**config.mk**
```make
export PLATFORM = sky130hd
export DESIGN_NAME = pipe_ifetch_flat
export DESIGN_NICKNAME = d
export VERILOG_FILES = /design/src/rtl/pipe_ifetch_if.sv /design/src/rtl/pipe_ifetch.sv /design/src/flat_wrapper.sv
export SDC_FILE = /design/constraint.sdc
export NUM_CORES = 1
export LEC_CHECK = 0
export BUFFER_PORTS_ARGS = -buffer_cell sky130_fd_sc_hd__buf_2
export CORE_ASPECT_RATIO = 1.75
export CORE_MARGIN = 2
export CORE_UTILIZATION = 35
export CTS_BUF_LIST = sky130_fd_sc_hd__clkbuf_8
export CTS_CLUSTER_SIZE = 24
export DETAILED_ROUTE_END_ITERATION = 10
export PLACE_DENSITY = 0.62
export SLEW_MARGIN = 30
export SYNTH_ARGS = -nofsm -noshare
export SYNTH_HDL_FRONTEND = slang
export SYNTH_SLANG_ARGS = --single-unit
```
**constraint.sdc**
```tcl
create_clock -name clk -period 3.5 [get_ports clk]
set_clock_uncertainty 0.05 [all_clocks]
set_input_delay 0.35 -clock clk [delete_from_list [all_inputs] [get_ports clk]]
set_output_delay 0.35 -clock clk [all_outputs]
set_load 0.1 [all_outputs]
```
**src/rtl/pipe_ifetch_if.sv**
```systemverilog
// Fetch-stage bundle: downstream control, instruction ROM port and fetch outputs.
// The slave side is the fetch unit; the master side is whatever surrounds it.
interface pipe_ifetch_if #(
    parameter int XLEN   = 32,
    parameter int ROM_AW = 14,
    parameter int CNT_W  = 32
);
    logic              stall;
    logic              redirect_valid;
    logic [XLEN-1:0]   redirect_pc;
    logic [ROM_AW-1:0] imem_addr;
    logic [XLEN-1:0]   imem_rdata;
    logic              if_valid;
    logic [XLEN-1:0]   if_pc;
    logic [XLEN-1:0]   if_inst;
    logic              if_fault;
    logic [CNT_W-1:0]  retire_cnt;

    modport master (
        output stall, redirect_valid, redirect_pc, imem_rdata,
        input  imem_addr, if_valid, if_pc, if_inst, if_fault, retire_cnt
    );

    modport slave (
        input  stall, redirect_valid, redirect_pc, imem_rdata,
        output imem_addr, if_valid, if_pc, if_inst, if_fault, retire_cnt
    );
endinterface

```
**src/rtl/pipe_ifetch.sv**
```systemverilog
// Two-stage instruction fetch in front of a 1-cycle synchronous ROM, with
// stall hold, redirect flush, redirect fault pulse and an accepted-instruction counter.
module pipe_ifetch #(
    parameter int              XLEN     = 32,
    parameter logic [XLEN-1:0] RESET_PC = '0,
    parameter int              ROM_AW   = 14,
    parameter int              CNT_W    = 32
) (
    input logic          clk,
    input logic          rst,
    pipe_ifetch_if.slave bus
);
    logic [XLEN-1:0]  r_pc_q;
    logic             r_req_v;
    logic [XLEN-1:0]  r_req_pc;
    logic             r_if_valid;
    logic [XLEN-1:0]  r_if_pc;
    logic [XLEN-1:0]  r_if_inst;
    logic             r_if_fault;
    logic [CNT_W-1:0] r_retire_cnt;

    logic             w_acc;
    logic             w_hold;
    logic             w_misalign;
    logic             w_oob;
    logic [XLEN-1:0]  w_addr_src;

    assign w_acc  = r_if_valid & ~bus.stall;
    assign w_hold = r_if_valid & bus.stall;

    // While holding, re-read the in-flight word so imem_rdata matches r_req_pc on release.
    assign w_addr_src    = w_hold ? r_req_pc : r_pc_q;
    assign bus.imem_addr = w_addr_src[ROM_AW+1:2];

    assign w_misalign = |bus.redirect_pc[1:0];
    assign w_oob      = |(bus.redirect_pc >> (ROM_AW + 2));

    always_ff @(posedge clk) begin
        if (rst) begin
            r_pc_q       <= RESET_PC;
            r_req_v      <= 1'b0;
            r_req_pc     <= '0;
            r_if_valid   <= 1'b0;
            r_if_pc      <= '0;
            r_if_inst    <= '0;
            r_if_fault   <= 1'b0;
            r_retire_cnt <= '0;
        end else begin
            // The output instruction is taken even if a redirect lands on the same edge.
            if (w_acc) begin
                r_retire_cnt <= r_retire_cnt + CNT_W'(1);
            end
            r_if_fault <= bus.redirect_valid & (w_misalign | w_oob);

            if (bus.redirect_valid) begin
                r_pc_q     <= {bus.redirect_pc[XLEN-1:2], 2'b00};
                r_req_v    <= 1'b0;
                r_if_valid <= 1'b0;
            end else if (!w_hold) begin
                r_if_valid <= r_req_v;
                r_if_pc    <= r_req_pc;
                r_if_inst  <= bus.imem_rdata;
                r_req_v    <= 1'b1;
                r_req_pc   <= r_pc_q;
                r_pc_q     <= r_pc_q + XLEN'(4);
            end
        end
    end

    assign bus.if_valid   = r_if_valid;
    assign bus.if_pc      = r_if_pc;
    assign bus.if_inst    = r_if_inst;
    assign bus.if_fault   = r_if_fault;
    assign bus.retire_cnt = r_retire_cnt;
endmodule

```
**src/flat_wrapper.sv**
```systemverilog
// flat-port wrapper written by rule: the top's interface ports become plain ports
module pipe_ifetch_flat 
#(
    parameter int              XLEN     = 32,
    parameter logic [XLEN-1:0] RESET_PC = '0,
    parameter int              ROM_AW   = 14,
    parameter int              CNT_W    = 32
)
  (clk, rst, bus_stall, bus_redirect_valid, bus_redirect_pc, bus_imem_rdata, bus_imem_addr, bus_if_valid, bus_if_pc, bus_if_inst, bus_if_fault, bus_retire_cnt);
  pipe_ifetch_if #(.XLEN(XLEN), .ROM_AW(ROM_AW), .CNT_W(CNT_W)) bus_i ();
  input logic clk;
  input logic rst;
  input wire logic [$bits(bus_i.stall)-1:0] bus_stall;
  input wire logic [$bits(bus_i.redirect_valid)-1:0] bus_redirect_valid;
  input wire logic [$bits(bus_i.redirect_pc)-1:0] bus_redirect_pc;
  input wire logic [$bits(bus_i.imem_rdata)-1:0] bus_imem_rdata;
  output wire logic [$bits(bus_i.imem_addr)-1:0] bus_imem_addr;
  output wire logic [$bits(bus_i.if_valid)-1:0] bus_if_valid;
  output wire logic [$bits(bus_i.if_pc)-1:0] bus_if_pc;
  output wire logic [$bits(bus_i.if_inst)-1:0] bus_if_inst;
  output wire logic [$bits(bus_i.if_fault)-1:0] bus_if_fault;
  output wire logic [$bits(bus_i.retire_cnt)-1:0] bus_retire_cnt;
  assign bus_i.stall = bus_stall;
  assign bus_i.redirect_valid = bus_redirect_valid;
  assign bus_i.redirect_pc = bus_redirect_pc;
  assign bus_i.imem_rdata = bus_imem_rdata;
  assign bus_imem_addr = bus_i.imem_addr;
  assign bus_if_valid = bus_i.if_valid;
  assign bus_if_pc = bus_i.if_pc;
  assign bus_if_inst = bus_i.if_inst;
  assign bus_if_fault = bus_i.if_fault;
  assign bus_retire_cnt = bus_i.retire_cnt;
  pipe_ifetch #(.XLEN(XLEN), .RESET_PC(RESET_PC), .ROM_AW(ROM_AW), .CNT_W(CNT_W)) u_core (.clk(clk), .rst(rst), .bus(bus_i));
endmodule
```
Word level (Yosys, flattened, before mapping)
Index checks and enable logic that the tools add are counted. W data, S select, Z words.

Flip-flop bits (word level): 163. Input bits: 68. Output and inout port bits: 112. Logic and storage cells: 27.

Add/subtract/negate cells: 2. Equality and inequality tests: 1. Multiplexer cells: 3. Bitwise operators: 7. Reductions and logical operators: 4.

Operators with widths (number): $mux W32 (2); $add A32 B1 Y32 const B (1); $add A32 B3 Y32 const B (1); $mux W16 (1); $reduce_or A16 Y1 (1); $reduce_or A2 Y1 (2); $and A1 B1 Y1 (3); $not A1 Y1 (3); $ne A2 B2 Y1 const B (1); $reduce_and A2 Y1 (1); $or A1 B1 Y1 (1).

Depth between registers and ports, before layout
Word-level depth: 3. Mapped depth: 7. Depth with buffers taken out: 6.

Least setup slack after synthesis
Ideal clock, no wire load.

Path type: register to output. Start point: register u_core.r_if_valid, in the netlist u_core.bus.if_valid. End point: output port bus_imem_addr[10]. Arrival: 2.599 ns. Data required time: 3.100 ns. Setup slack: 0.501 ns. Stages on the path, launching flop included: 6. Path buffers: 2. Cells stage by stage: dfxtp_1 and2_1 clkbuf_1 clkbuf_1 nand2_1 nand2_1.

Cells in the longest elaborated chain, start to end: 2.

RTL lines: from (decl) (line pipe_ifetch.sv:16) `logic r_if_valid;`; from (signal assigned) (line pipe_ifetch.sv:60) `r_if_valid <= r_req_v;`; $and A1 B1 Y1 (line pipe_ifetch.sv:29) `assign w_hold = r_if_valid & bus.stall;`; $mux W16 (line pipe_ifetch.sv:32) `assign w_addr_src = w_hold ? r_req_pc : r_pc_q;`; to (decl) (line flat_wrapper.sv:17) `output wire logic [$bits(bus_i.imem_addr)-1:0] bus_imem_addr;`.

No other way between the ends.

Worst setup path after layout
Start point: register u_core.r_if_valid, in the netlist u_core.bus.if_valid. End point: output port bus_imem_addr[9].

The elaborated chain is that of the path after synthesis.

==> impl_metrics.py <==
metrics = {
    "global_routing": {
        "antenna_found_initial": 1,
        "grt_max_degree": 88,
        "grt_pass1_vias": 5636,
        "grt.total_usage_pct": 18.3,
        "grt_pass1_wl_mm": 28.6,
        "globalRouteOverflowTotal": 0,
    },
    "routing": {
        "ant_nets": 0,
        "drc": 0,
        "routed_wl_mm": 18.3,
        "num_vias": 6105,
        "vias_per_cell": 4.90,
        "wl_per_cell_um": 14.7,
        "drtIter0Drc": 271,
        "first_pass_iters": 5,
    },
    "clock_network": {
        "clockRootBuffer": "clkbuf_8",
        "clock-sinks": 157,
        "cts_tree": "built",
        "cts-htree-levels": 4,
        "clkLatencyLatePin_ps": 450,
        "cts_buffer_depth": 2,
        "post-cts-setup-buffer-count": 0,
        "cts.clk_slew.worst_paths_ps": 100,
        "post_cts_resized": 0,
        "hold_buffers": 0,
        "cts_inserted_buffers": 17,
    },
    "logic_synthesis": {
        "yosys_warnings": 0,
        "netlist_instances": 840,
        "synth-edff-count": 0,
        "syn_avg_cell_area_um2": 7.81,
        "async_reset_ff_share_pct": 0,
        "synth_flop_cell": "dfxtp_1",
        "synth_seq_cells": 157,
        "syn-cell-area_mm2": 0.00656,
        "ys_seq_area_share_pct": 47.9,
        "ys_types": 45,
    },
    "timing": {
        "rsz0062_at_grt": "no",
        "hold_viol": 0,
        "slew_headroom_pct": 39.0,
        "fmax_mhz": 356,
        "setup_violations": 0,
        "fin_setup_tns_ps": 0,
        "finalMaxSlewViolations": 0,
        "tightestPinTransition_ps": 915,
        "worst_hold_slack_ps": 66.4,
        "fin_crit_sh_pct": 80.2,
        "fin_crit_ps": 2810,
    },
    "job": {
        "drv_cap": 0,
    },
    "pwr": {
        "p_int_mw": 2.71,
        "power_density_mw_per_mm2": 491,
        "power.switching_mw": 1.28,
        "vdd_drop_max_v": 0.000277,
        "power_frac_comb_pct": 15.0,
        "sw_frac_of_total_pct": 32.1,
        "seq_power_share_pct": 47.8,
        "clockPowerShare_pct": 37.2,
        "leakage_nw": 3.34,
    },
    "layout": {
        "syn2layout_area_growth_pct": 23.6,
        "post-route-util_pct": 43.8,
        "n_antenna_cell": 0,
        "layout-drive-gt1-share_pct": 23.0,
        "layout.nets": 1066,
    },
    "setup_path": {
        "required_ps": 3100,
        "crit_fanout": 22,
        "r2r-end": "u_core.bus.if_inst[12]$_SDFFE_PP0P_",
        "path_class": "reg -> out",
        "ff2ff_path_depth": 5,
        "crit-reg2reg-launch": "u_core.bus.if_valid$_SDFFE_PP0N_",
        "critPathArrivalTime_ps": 2410,
        "start_kind": "flop",
        "worstSetupEndpointType": "output pin",
        "rrSetupSlack_ps": 1190,
    },
    "run_status": {
        "status": "complete, no violations",
    },
    "placed_design": {
        "hpwl_mm": 13.1,
        "gp_congestion": 0.829,
        "port_buffers": 177,
    },
    "min_path": {
        "hp-start": "bus_imem_rdata[8]",
        "min_to": "u_core.bus.if_inst[8]$_SDFFE_PP0P_",
        "whs_path_depth": 3,
        "hold_class": "in -> reg",
    },
    "floorplan": {
        "initial_utilization_pct": 35.5,
        "core_area_mm2": 0.0185,
        "rows": 66,
        "die_h_um": 185,
        "die_w_um": 108,
        "die_area_mm2": 0.0199,
        "ios": 180,
    },
}
==> routing by layer <==
metal,track usage (%),part of all wire [%]
met5,0,0.071
met4,7.74,3.0
met3,4.64,5.4
met2,33.5,53
met1,19.5,39
==> critical path, cell delays in order (launching register included) <==
cell     delay (ps)
dfxtp_1         470
and2_1          780
nand2_1         120
nand2_1         150
buf_2           450
==> through the flow <==
step,cells,total power [mW],setup WS [ps],area [um^2]
after global placement,1214,2.54,1180,7650
after detailed placement,1214,2.54,1150,7650
after CTS,1245,4.02,703,8080
final,1246,3.99,692,8110
after floorplan,841,2.40,501,6570
after global routing,1246,4.13,535,8110
==> logic make-up after synthesis <==
| logic type | Yosys count | share of synthesized area (%) |
|---|---|---|
| and+or+nand+nor | 429 | 29.0 |
| adders and majority gates | 2 | 0.381 |
| DFF | 157 | 47.9 |
| other | 1 | 0.0571 |
| xor gates and xnor gates | 56 | 7.47 |
| muxes | 2 | 0.305 |
| buffers and inverters | 61 | 3.62 |
| AOI/OAI and AO/OA | 132 | 11.2 |
==> registers in the layout, indices dropped and copies added, names as in the netlist <==
register and cells:
u_core.bus.if_inst 32, u_core.bus.if_fault 1, u_core.r_req_pc 30, u_core.bus.retire_cnt 32, u_core.r_req_v 1, u_core.bus.if_valid 1
u_core.bus.if_pc 30, u_core.r_pc_q 30
==> cells in the mapped netlist (all sizes together), types with 5 or more instances <==
| master | count | share of area, % |
|---|---|---|
| nand2 | 267 | 15 |
| dfxtp | 157 | 48 |
| a21oi | 106 | 8.1 |
| nor2 | 63 | 3.6 |
| clkbuf | 44 | 2.5 |
| xnor2 | 29 | 3.9 |
| xor2 | 27 | 3.6 |
| nand4 | 21 | 2.0 |
| nor4 | 19 | 2.2 |
| nand3 | 16 | 1.4 |
| a211oi | 13 | 1.6 |
| buf | 11 | 0.76 |
| nor3 | 9 | 0.69 |
| inv | 6 | 0.34 |
| and2 | 5 | 0.48 |
| and3 | 5 | 0.48 |
| and4 | 5 | 0.67 |
==> power by group through the flow <==
stage                     registers [mW]  logic (mW)  clock network, mW
after floorplan                     2.14       0.259                  0
after global placement              1.95       0.593                  0
after detailed placement            1.95       0.595                  0
after CTS                           1.91       0.597               1.52
after global routing                1.91       0.633               1.59
final                               1.90       0.597               1.48
==> cell usage in the layout, fill, tap and decap left out, types with 4 or more instances in the layout <==
cell type	Yosys	layout
buf_4	2	14
nand4_1	21	21
and4_1	5	5
a211oi_1	12	12
a21oi_1	106	106
nand2_1	267	266
nand3_1	15	15
nor4_1	15	15
and3_1	5	5
xor2_1	27	27
clkbuf_8	0	17
nor4_2	4	4
nor2_1	63	62
inv_6	0	4
dfxtp_1	157	157
nor3_1	9	9
buf_2	1	176
and2_1	5	5
xnor2_1	29	29
inv_1	6	6
==> worst max-delay path by stage <==
stage                     slack (ps)  depth (start not counted)                        endpoint                              from
after floorplan                  500                          5               bus_imem_addr[10]  u_core.bus.if_valid$_SDFFE_PP0N_
final                            690                          4                bus_imem_addr[9]  u_core.bus.if_valid$_SDFFE_PP0N_
after global routing             530                          4                bus_imem_addr[8]  u_core.bus.if_valid$_SDFFE_PP0N_
after detailed placement        1150                          6  u_core.r_pc_q[25]$_SDFFE_PP0P_                         bus_stall
after CTS                        700                          4                bus_imem_addr[8]  u_core.bus.if_valid$_SDFFE_PP0N_
after global placement          1180                          6  u_core.r_pc_q[25]$_SDFFE_PP0P_                         bus_stall
==> final cells by class <==
class                           count  area (um^2)
Fill cell                        1915        10400
Multi-Input combinational cell    623         3200
Sequential cell                   157         3140
Timing Repair Buffer              191         1010
Tap cell                          238          298
Clock buffer                       17          234
Clock inverter                     14          199
Inverter                            6         22.5
Power figures use the tool's default switching activity.
